`src/rtl/ssd_pkg.sv`:
```
// Shared definitions for the seven-segment scan driver: segment patterns,
// conversion FSM states and small constant/datapath helpers.
package ssd_pkg;

   // Active-low segment patterns, ordered {a,b,c,d,e,f,g}
   localparam logic [6:0] SEG_0     = 7'b0000001;
   localparam logic [6:0] SEG_1     = 7'b1001111;
   localparam logic [6:0] SEG_2     = 7'b0010010;
   localparam logic [6:0] SEG_3     = 7'b0000110;
   localparam logic [6:0] SEG_4     = 7'b1001100;
   localparam logic [6:0] SEG_5     = 7'b0100100;
   localparam logic [6:0] SEG_6     = 7'b0100000;
   localparam logic [6:0] SEG_7     = 7'b0001111;
   localparam logic [6:0] SEG_8     = 7'b0000000;
   localparam logic [6:0] SEG_9     = 7'b0000100;
   localparam logic [6:0] SEG_BLANK = 7'b1111111;
   localparam logic [6:0] SEG_DASH  = 7'b1111110;

   typedef enum logic [1:0] {
      ST_IDLE    = 2'd0,
      ST_CONVERT = 2'd1,
      ST_COMMIT  = 2'd2
   } state_t;

   function automatic logic [63:0] pow10(input int unsigned n);
      logic [63:0] r;
      r = 64'd1;
      for (int unsigned k = 0; k < n; k++) begin
         r = r * 64'd10;
      end
      return r;
   endfunction

   // Double-dabble correction applied to one BCD nibble before each shift
   function automatic logic [3:0] add3(input logic [3:0] n);
      return (n >= 4'd5) ? (n + 4'd3) : n;
   endfunction

   function automatic logic [6:0] digit_seg(input logic [3:0] n);
      logic [6:0] s;
      case (n)
         4'd0:    s = SEG_0;
         4'd1:    s = SEG_1;
         4'd2:    s = SEG_2;
         4'd3:    s = SEG_3;
         4'd4:    s = SEG_4;
         4'd5:    s = SEG_5;
         4'd6:    s = SEG_6;
         4'd7:    s = SEG_7;
         4'd8:    s = SEG_8;
         4'd9:    s = SEG_9;
         default: s = SEG_BLANK;
      endcase
      return s;
   endfunction

endpackage

```
`src/rtl/bin2bcd_seq.sv`:
```
// Sequential double-dabble binary-to-BCD converter with overflow detection.
// One shift per cycle; result is presented on Bcd while Bcd_Valid is high.
module bin2bcd_seq
   import ssd_pkg::*;
#(
   parameter int unsigned NUM_DIGITS = 8,
   parameter int unsigned VALUE_W    = 16
) (
   input  logic                      Clk,
   input  logic                      Reset,
   input  logic                      Load,
   input  logic [VALUE_W-1:0]        Value,
   output logic                      Busy,
   output logic [4*NUM_DIGITS-1:0]   Bcd,
   output logic                      Bcd_Valid,
   output logic                      Overflow
);

   localparam int unsigned BCD_W   = 4 * NUM_DIGITS;
   localparam int unsigned SHIFT_W = BCD_W + VALUE_W;
   localparam int unsigned CNT_W   = $clog2(VALUE_W + 1);
   localparam logic [63:0] MAX_VAL = pow10(NUM_DIGITS) - 64'd1;

   state_t               r_state;
   state_t               w_next_state;
   logic [VALUE_W-1:0]   r_bin;
   logic [VALUE_W-1:0]   w_bin_next;
   logic [BCD_W-1:0]     r_bcd;
   logic [BCD_W-1:0]     w_bcd_next;
   logic [BCD_W-1:0]     w_bcd_adj;
   logic [SHIFT_W-1:0]   w_shift;
   logic [CNT_W-1:0]     r_cnt;
   logic [CNT_W-1:0]     w_cnt_next;
   logic                 r_ovf_pend;
   logic                 w_ovf_pend_next;
   logic                 r_ovf;
   logic                 w_ovf_next;
   logic                 r_busy;
   logic                 r_valid;

   // State and datapath registers
   always_ff @(posedge Clk) begin
      if (Reset) begin
         r_state    <= ST_IDLE;
         r_bin      <= '0;
         r_bcd      <= '0;
         r_cnt      <= '0;
         r_ovf_pend <= 1'b0;
         r_ovf      <= 1'b0;
         r_busy     <= 1'b0;
         r_valid    <= 1'b0;
      end else begin
         r_state    <= w_next_state;
         r_bin      <= w_bin_next;
         r_bcd      <= w_bcd_next;
         r_cnt      <= w_cnt_next;
         r_ovf_pend <= w_ovf_pend_next;
         r_ovf      <= w_ovf_next;
         r_busy     <= (w_next_state != ST_IDLE);
         r_valid    <= (w_next_state == ST_COMMIT);
      end
   end

   // Next-state and datapath logic
   always_comb begin
      w_next_state    = r_state;
      w_bin_next      = r_bin;
      w_bcd_next      = r_bcd;
      w_cnt_next      = r_cnt;
      w_ovf_pend_next = r_ovf_pend;
      w_ovf_next      = r_ovf;
      w_bcd_adj       = r_bcd;

      for (int d = 0; d < int'(NUM_DIGITS); d++) begin
         w_bcd_adj[4*d +: 4] = add3(r_bcd[4*d +: 4]);
      end
      w_shift = {w_bcd_adj, r_bin} << 1;

      case (r_state)
         ST_IDLE: begin
            if (Load) begin
               w_bin_next      = Value;
               w_bcd_next      = '0;
               w_cnt_next      = CNT_W'(VALUE_W);
               w_ovf_pend_next = (64'(Value) > MAX_VAL);
               w_next_state    = ST_CONVERT;
            end
         end
         ST_CONVERT: begin
            w_bcd_next = w_shift[SHIFT_W-1:VALUE_W];
            w_bin_next = w_shift[VALUE_W-1:0];
            w_cnt_next = r_cnt - CNT_W'(1);
            if (r_cnt == CNT_W'(1)) begin
               w_next_state = ST_COMMIT;
            end
         end
         ST_COMMIT: begin
            w_ovf_next   = r_ovf_pend;
            w_next_state = ST_IDLE;
         end
         default: begin
            w_next_state = ST_IDLE;
         end
      endcase
   end

   assign Busy      = r_busy;
   assign Bcd       = r_bcd;
   assign Bcd_Valid = r_valid;
   assign Overflow  = r_ovf;

endmodule

```
`src/rtl/ssd_scan_driver.sv`:
```
// Seven-segment display driver: converts a binary value to BCD and scans it
// across active-low anodes with leading-zero blanking, decimal points and overflow dashes.
module ssd_scan_driver
   import ssd_pkg::*;
#(
   parameter int unsigned NUM_DIGITS     = 8,
   parameter int unsigned VALUE_W        = 16,
   parameter int unsigned REFRESH_CYCLES = 100000
) (
   input  logic                    Clk,
   input  logic                    Reset,
   input  logic [VALUE_W-1:0]      Value,
   input  logic                    Load,
   input  logic                    Blank_Leading,
   input  logic [NUM_DIGITS-1:0]   Dp_Mask,
   output logic                    Busy,
   output logic                    Overflow,
   output logic [NUM_DIGITS-1:0]   Anodes,
   output logic [7:0]              Cathodes
);

   localparam int unsigned BCD_W = 4 * NUM_DIGITS;
   localparam int unsigned REF_W = $clog2(REFRESH_CYCLES);
   localparam int unsigned IDX_W = (NUM_DIGITS > 1) ? $clog2(NUM_DIGITS) : 1;

   logic                   w_busy;
   logic [BCD_W-1:0]       w_bcd;
   logic                   w_bcd_valid;
   logic                   w_ovf;

   logic [REF_W-1:0]       r_ref;
   logic [IDX_W-1:0]       r_idx;
   logic [BCD_W-1:0]       r_disp;
   logic [NUM_DIGITS-1:0]  r_anodes;
   logic [7:0]             r_cathodes;

   logic [3:0]             w_nib;
   logic                   w_upper_zero;
   logic                   w_blank;
   logic                   w_dp;
   logic [6:0]             w_seg;
   logic [NUM_DIGITS-1:0]  w_anodes_next;

   bin2bcd_seq #(
      .NUM_DIGITS (NUM_DIGITS),
      .VALUE_W    (VALUE_W)
   ) u_bin2bcd (
      .Clk       (Clk),
      .Reset     (Reset),
      .Load      (Load),
      .Value     (Value),
      .Busy      (w_busy),
      .Bcd       (w_bcd),
      .Bcd_Valid (w_bcd_valid),
      .Overflow  (w_ovf)
   );

   // Refresh counter and digit index; runs regardless of conversion activity
   always_ff @(posedge Clk) begin
      if (Reset) begin
         r_ref <= '0;
         r_idx <= '0;
      end else if (r_ref == REF_W'(REFRESH_CYCLES - 1)) begin
         r_ref <= '0;
         r_idx <= (r_idx == IDX_W'(NUM_DIGITS - 1)) ? '0 : (r_idx + IDX_W'(1));
      end else begin
         r_ref <= r_ref + REF_W'(1);
      end
   end

   // Display register only changes on a completed conversion
   always_ff @(posedge Clk) begin
      if (Reset) begin
         r_disp <= '0;
      end else if (w_bcd_valid) begin
         r_disp <= w_bcd;
      end
   end

   // Digit select, blanking and segment decode for the current index
   always_comb begin
      w_nib         = 4'd0;
      w_upper_zero  = 1'b1;
      w_dp          = 1'b1;
      w_anodes_next = '1;
      for (int d = 0; d < int'(NUM_DIGITS); d++) begin
         if (IDX_W'(d) == r_idx) begin
            w_nib            = r_disp[4*d +: 4];
            w_dp             = ~Dp_Mask[d];
            w_anodes_next[d] = 1'b0;
         end
         if ((IDX_W'(d) >= r_idx) && (r_disp[4*d +: 4] != 4'd0)) begin
            w_upper_zero = 1'b0;
         end
      end
      w_blank = Blank_Leading && (r_idx != '0) && w_upper_zero;
      if (w_ovf) begin
         w_seg = SEG_DASH;
      end else if (w_blank) begin
         w_seg = SEG_BLANK;
      end else begin
         w_seg = digit_seg(w_nib);
      end
   end

   always_ff @(posedge Clk) begin
      if (Reset) begin
         r_anodes   <= '1;
         r_cathodes <= 8'hFF;
      end else begin
         r_anodes   <= w_anodes_next;
         r_cathodes <= {w_seg, w_dp};
      end
   end

   assign Busy     = w_busy;
   assign Overflow = w_ovf;
   assign Anodes   = r_anodes;
   assign Cathodes = r_cathodes;

endmodule

```
`config.mk`:
```
export PLATFORM = sky130hd
export DESIGN_NAME = ssd_scan_driver
export DESIGN_NICKNAME = d
export VERILOG_FILES = /design/src/rtl/ssd_pkg.sv /design/src/rtl/bin2bcd_seq.sv /design/src/rtl/ssd_scan_driver.sv
export SDC_FILE = /design/constraint.sdc
export NUM_CORES = 1
export LEC_CHECK = 0
export ABC_AREA = 1
export BUFFER_PORTS_ARGS = -buffer_cell sky130_fd_sc_hd__buf_4
export CAP_MARGIN = 20
export CORE_ASPECT_RATIO = 1.5
export CORE_MARGIN = 2
export CORE_UTILIZATION = 35
export DETAILED_ROUTE_END_ITERATION = 10
export SLEW_MARGIN = 20
export SYNTH_ARGS = -nofsm -noshare
export SYNTH_HDL_FRONTEND = slang
export SYNTH_SLANG_ARGS = --single-unit
```
`constraint.sdc`:
```
create_clock -name Clk -period 3.11 [get_ports Clk]
set_clock_uncertainty 0.05 [all_clocks]
set_input_delay 0.1555 -clock Clk [delete_from_list [all_inputs] [get_ports Clk]]
set_output_delay 0.1555 -clock Clk [all_outputs]
set_load 0.005 [all_outputs]
```
; ---- Word-level counts from Yosys, hierarchy flattened
; Memory sizes are Yosys's and may differ from the RTL's. A register that Yosys moved wholly into a read port is not among the register bits.
; Index checks and enable logic that the tools add are counted.
[op_classes]
addsub = 11
n_lt_le_gt_ge = 16
eq_ne = 13
mux = 50
bitwise_logic = 8
n_reduce_logical = 26
[op_table]
columns = op, count
row1 = one-hot mux 32 bit (2 select lines), 1
row2 = two-way mux 4 bit, 15
row3 = ">= comparator 4 x 3 -> 1 bit, second input constant", 8
row4 = two-way mux 32 bit, 1
row5 = one-hot mux 16 bit (2 select lines), 1
row6 = nonzero test 4 bit, 8
row7 = "adder 4 x 2 -> 4 bit, second input constant", 7
row8 = two-way mux 1 bit, 24
row9 = "adder 17 x 1 -> 17 bit, second input constant", 1
row10 = "== test 17 bit, second input constant", 1
row11 = two-way mux 16 bit, 1
row12 = "== test 3 bit, first input constant", 4
row13 = ">= comparator 3 bit, first input constant", 4
row14 = logical AND 1 bit, 10
row15 = one-hot mux 5 bit (2 select lines), 1
row16 = NOT 1 bit, 8
row17 = "== test 2 x 3 -> 1 bit, first input constant", 2
row18 = ">= comparator 1 x 3 -> 1 bit, first input constant", 2
row19 = ">= comparator 2 x 3 -> 1 bit, first input constant", 2
row20 = two-way mux 3 bit, 2
row21 = "== test 5 x 1 -> 1 bit, second input constant", 1
row22 = two-way mux 5 bit, 1
row23 = "subtractor 5 x 1 -> 5 bit, second input constant", 1
row24 = two-way mux 2 bit, 2
row25 = 14 further kinds, 16
[word_totals]
regBits = 118
mem_bits_ro = 112
inputBits = 28
out_inout_bits = 18
word_cells = 136
mem_count = 1
[memory_table]
columns = memory, words, word_bits, rd, rd_clocked_by_memory_dff, write_ports, line_no
row1 = (name not given), 16, 7, 1, 1, 0, ssd_pkg.sv:41  ; case (n)

; ---- Longest topological paths before layout
[logic_depth]
ltp_word = 12
ltp_mapped = 17
depth_no_buf = 17

; ---- Cells and area by module
; A second synthesis with hierarchy kept.
[unflattened]
cells_unflattened = 899
hier_area_um2 = 6224.7
[by_module_without_submodules]
columns = module, n_inst, cells_each, area_per_inst_um2, seq_area_each_um2
row1 = ssd_scan_driver, 1, 440, 3160.5, 1361.3
row2 = bin2bcd_seq, 1, 459, 3064.2, 1141.1

; ---- Worst setup path after synthesis
; No wires, ideal clock.
[synth_timing]
path_type = flip-flop to flip-flop
start = register r_idx[1]
end = register r_cathodes[1], in the netlist Cathodes[1]
setup_ns = 0.124
t_arrival_ns = 2.003
required_ns = 2.936
slack_ns = 0.933
stages_incl_launch_ff = 13
path_buffers = 1
period_less_slack_ns = 2.177
cell_sequence = dfxtp_1 > ha_1 > ha_1 > inv_1 > clkbuf_1 > or2_2 > nand2_1 > inv_1 > ha_1 > inv_1 > nand3_1 > nand3_1 > nand3_1
[synth_between]
elab_chain_len = 12
word_cells_on_any_way = 44
cone_classes = 8 x order compare / 7 x eq/ne / 16 x mux / 13 x reduce/logical
[synth_lines]
columns = item, line_no
row1 = "start, declared", ssd_scan_driver.sv:32  ; logic [IDX_W-1:0] r_idx;
row2 = "start signal, assigned", ssd_scan_driver.sv:65  ; r_idx <= (r_idx == IDX_W'(NUM_DIGITS - 1)) ? '0 : (r_idx + IDX_W'(1));
row3 = >= comparator 1 x 3 -> 1 bit, ssd_scan_driver.sv:92  ; if ((IDX_W'(d) >= r_idx) && (r_disp[4*d +: 4] != 4'd0)) begin
row4 = logical AND 1 bit, ssd_scan_driver.sv:92
row5 = two-way mux 1 bit (8 in series), ssd_scan_driver.sv:92
row6 = logical AND 1 bit, ssd_scan_driver.sv:96  ; w_blank = Blank_Leading && (r_idx != '0) && w_upper_zero;
row7 = OR reduction 2 bit (no line), --
row8 = "end signal, assigned", ssd_scan_driver.sv:112  ; r_cathodes <= {w_seg, w_dp};
row9 = "end, declared", ssd_scan_driver.sv:35  ; logic [7:0] r_cathodes;
; Parallel ways exist; a longest one is shown, timed or not.
; A chain may end at the register's enable or synchronous reset.

; ---- Worst setup path in the final report
[layout_timing]
start = register r_idx[0]
end = register r_cathodes[4], in the netlist Cathodes[4]
; Same word-level chain as after synthesis.

==> flow_summary_export.csv <==
group,metric,value,unit
floorplanning,die_area,18300,µm²
placement,gp_congestion,0.861,
power_and_ir_drop,p_clk_frac,0.510,
timing,timing.max_slew.rel_slack,0.596,
power_and_ir_drop,p_sw,0.930,mW
route,routed_wl,13.7,mm
placement,io_buffers,44,
critical_path,crit_path_top_delay_cell,"dfxtp_1",
critical_path,cp-endpoint,"Cathodes[4]$_SDFF_PP1_",
critical_path,cp_max_fo,10,
timing,setup_viol,0,
floorplanning,io_pins,46,
cts,cts_root_buf,"clkbuf_16",
timing,finalSetupTns,0,ns
final_layout,antenna_cells,0,
synthesis,synth_edf_count,0,
hold_path,whs_path_depth,3,
cts,numCtsBuffers,17,
placement,pre_cts_ws,0.636,ns
critical_path,worstPathArrival,2.75,ns
cts,clock-sinks,125,
timing,slew_viol_final,0,
hold_path,hp-class,"input port to register",
cts,path_clk_slew,0.06,ns
power_and_ir_drop,power_density,546,nW/µm²
global_routing,grt_pass1_vias,5087,
synthesis,synth_warnings,0,
global_routing,grt_overflow_total,0,
route,drt_iter0_drc,231,
global_routing,grt_first_pass_wirelength,23.1,mm
cts,htree_levels,4,
synthesis,syn_inst,828,
global_routing,antenna_found_initial,0,
synthesis,yosysSeqAreaShare,0.416,
synthesis,netlist.area_leader.share,0.416,
flow_run,maxCapViolCount,0,
critical_path,crit_chain,"inv_2 > ha_1 > nand2_1 > clkinv_1 > a21oi_1 > nand2_1 > a21oi_1 > ha_1 > inv_1 > nand3_1 > nand3_1 > nand3_1",
timing,finalHoldViolCount,0,
synthesis,ys_types,40,
cts,clockBufferDepth,2,
critical_path,startpoint,"r_idx[0]$_SDFFE_PP0P_",
synthesis,synth_area_leaders,"dfxtp_1, nand2_1, a21oi_1",
synthesis,syn_area,6010,µm²
critical_path,r2r_slack,0.61,ns
timing,fin_ws,0.608,ns
cts,cts_tree,"built",
floorplanning,start_util,0.359,
power_and_ir_drop,intPower,3.07,mW
timing,min_period_over_period,0.805,
floorplanning,die_w,111,µm
synthesis,yosys.area.top_type,"dfxtp_1",
outcome,status,"finished clean",
route,drt-pass1-iter-count,5,
floorplanning,fp-row-count,58,
power_and_ir_drop,seq_power_share,0.419,
critical_path,reg2regPathDepth,12,
global_routing,track_usage,0.154,
power_and_ir_drop,leakage,2.93,nW
timing,worst_pin_slew,0.606,ns
floorplanning,die_y,165,µm
power_and_ir_drop,ir_worst_vdd,0.401,mV
final_layout,fill_cells,1690,
critical_path,timing.rr.start,"r_idx[0]$_SDFFE_PP0P_",
final_layout,nets,941,
critical_path,cpPeakStageDelay,0.46,ns
final_layout,drive_above_1_share,0.132,
critical_path,crit_type,"register to register",
cts,ctsResizeCount,0,
global_routing,grt_max_degree,65,
critical_path,cp-end-kind,"register",
cts,clkLatencyLatePin,0.42,ns
power_and_ir_drop,p_sw_frac,0.233,
synthesis,mappedNetlistNets,885,
route,drc,0,
synthesis,synth_flop_cell,"dfxtp_1",
timing,timing.fmax,400,MHz
critical_path,crit_path_frequent_cell,"nand3_1",
cts,postCtsHoldBufs,18,
placement,place_hpwl,9.56,mm
route,vias,5390,
timing,period_minus_slack,2.50,ns
route,avgRoutedWirePerCell,12.4,µm
critical_path,worstPathRequired,3.36,ns
floorplanning,coreArea,16800,µm²
synthesis,syn-mean-instance-area,7.26,µm²
route,ant_nets,0,
cts,post_cts.repair.setup_buffers,0,
synthesis,ys_async_sr_fraction,0,
critical_path,worstReg2RegEnd,"Cathodes[4]$_SDFF_PP1_",
critical_path,worstSetupStartpointType,"register",
timing,rsz0062_at_grt,"false",
synthesis,ys_seq_elements,125,
route,viasPerCell,4.87,
final_layout,synthToLayoutAreaGrowth,21.7,%
power_and_ir_drop,pwr-share-comb,0.070,
==> sequential cells by signal, indices dropped and copies added, names as in the netlist <==
name                 count
u_bin2bcd.r_state        2
u_bin2bcd.Bcd_Valid      1
u_bin2bcd.Busy           1
u_bin2bcd.r_bin         16
Anodes                   8
Cathodes                 8
r_disp                  32
r_idx                    3
r_ref                   17
u_bin2bcd.Bcd           32
u_bin2bcd.r_cnt          5
==> critical path: cells and delay by family (launching register included) <==
family,cells,cell delay (ns)
fa+ha+maj,2,0.56
compound gates,2,0.48
flops,1,0.46
simple gates,5,0.43
buf+inv,3,0.40
==> cells by family after synthesis <==
kind of cell               after synthesis  share of synthesized area
DFF                                    125                      0.416
xor gates and xnor gates                11                     0.0160
AOI/OAI and AO/OA                      189                      0.167
adders and majority gates               29                     0.0604
and+or+nand+nor                        342                      0.254
other                                    1                   0.000624
buffers and inverters                  131                     0.0864
==> cells in the final DEF (no fill, tap or decap), drive strengths merged, types with 4 or more instances in the layout <==
cell type and instances:
nand2 183, dfxtp 125, inv 97, a21oi 92, o21ai 71, nand3 65
nor2 56, buf 52, ha 29, clkbuf 19, dlygate4sd3 18, a31oi 16
nor3 16, xor2 10, nand4 9, clkinv 7, nor4 4, or2 4
clkinvlp 4
==> worst min path at each step <==
stage	from	endpoint	slack, ns
final	Load	u_bin2bcd.r_state[0]$_SDFF_PP0_	0.13
after global routing	Load	u_bin2bcd.r_state[0]$_SDFF_PP0_	0.14
after CTS	Load	u_bin2bcd.r_state[0]$_SDFF_PP0_	0.1
after detailed placement	Value[0]	u_bin2bcd.r_bin[0]$_SDFFE_PP0P_	0.38
after global placement	Value[0]	u_bin2bcd.r_bin[0]$_SDFFE_PP0P_	0.38
after floorplan	Value[0]	u_bin2bcd.r_bin[0]$_SDFFE_PP0P_	0.25
==> routing by layer <==
metal  track usage  part of all wire  vias up
met5             0                 0        -
met3        0.0356             0.034       27
met4        0.0662             0.021        0
met1         0.174              0.45     2421
met2         0.279              0.50       97
li1              -                 -     2845
==> through the flow <==
| stage | instance area [µm²] | instances | utilization | total power, mW | hold WS (ns) |
|---|---|---|---|---|---|
| after floorplan | 6010 | 828 | - | 1.88 | 0.255 |
| after global placement | 6520 | 1057 | 0.389 | 1.98 | 0.381 |
| after detailed placement | 6520 | 1057 | 0.389 | 1.98 | 0.382 |
| after CTS | 7320 | 1107 | 0.437 | 4.05 | 0.0998 |
| after global routing | 7320 | 1107 | 0.437 | 4.17 | 0.135 |
| final | 7320 | 1107 | 0.437 | 4.00 | 0.130 |
==> power groups by stage <==
stage / clock, mW / sequential [mW] / combinational, mW
CTS: 2.09 / 1.68 / 0.286
detailed placement: 0 / 1.71 / 0.267
floorplan: 0 / 1.70 / 0.173
global placement: 0 / 1.71 / 0.267
finish: 2.04 / 1.68 / 0.282
global route: 2.17 / 1.68 / 0.318
==> final cells by class <==
type / count / area [µm²] / share of cell area
Clock buffer: 19 / 453 / 0.0619
Clock inverter: 13 / 165 / 0.0226
Inverter: 98 / 370 / 0.0506
Multi-Input combinational cell: 572 / 3000 / 0.409
Sequential cell: 125 / 2500 / 0.342
Tap cell: 210 / 263 / 0.0359
Timing Repair Buffer: 70 / 571 / 0.0779
==> Yosys cell counts, types with 3 or more instances <==
master    instances
buf_4             3
inv_2             5
nor2_2            7
inv_1            90
xor2_1           10
a31oi_1          16
nor3_1           14
a21oi_1          92
nor2_1           48
a22oi_1           3
a211oi_1          3
ha_1             29
dfxtp_1         125
buf_2             5
nor4_1            4
or2_2             4
nand2_2           8
nand3_1          63
nand4_1           9
nand2_1         174
o21ai_0          69
nand3b_1          3
clkbuf_1         22
(Power assumes the default switching activity.)
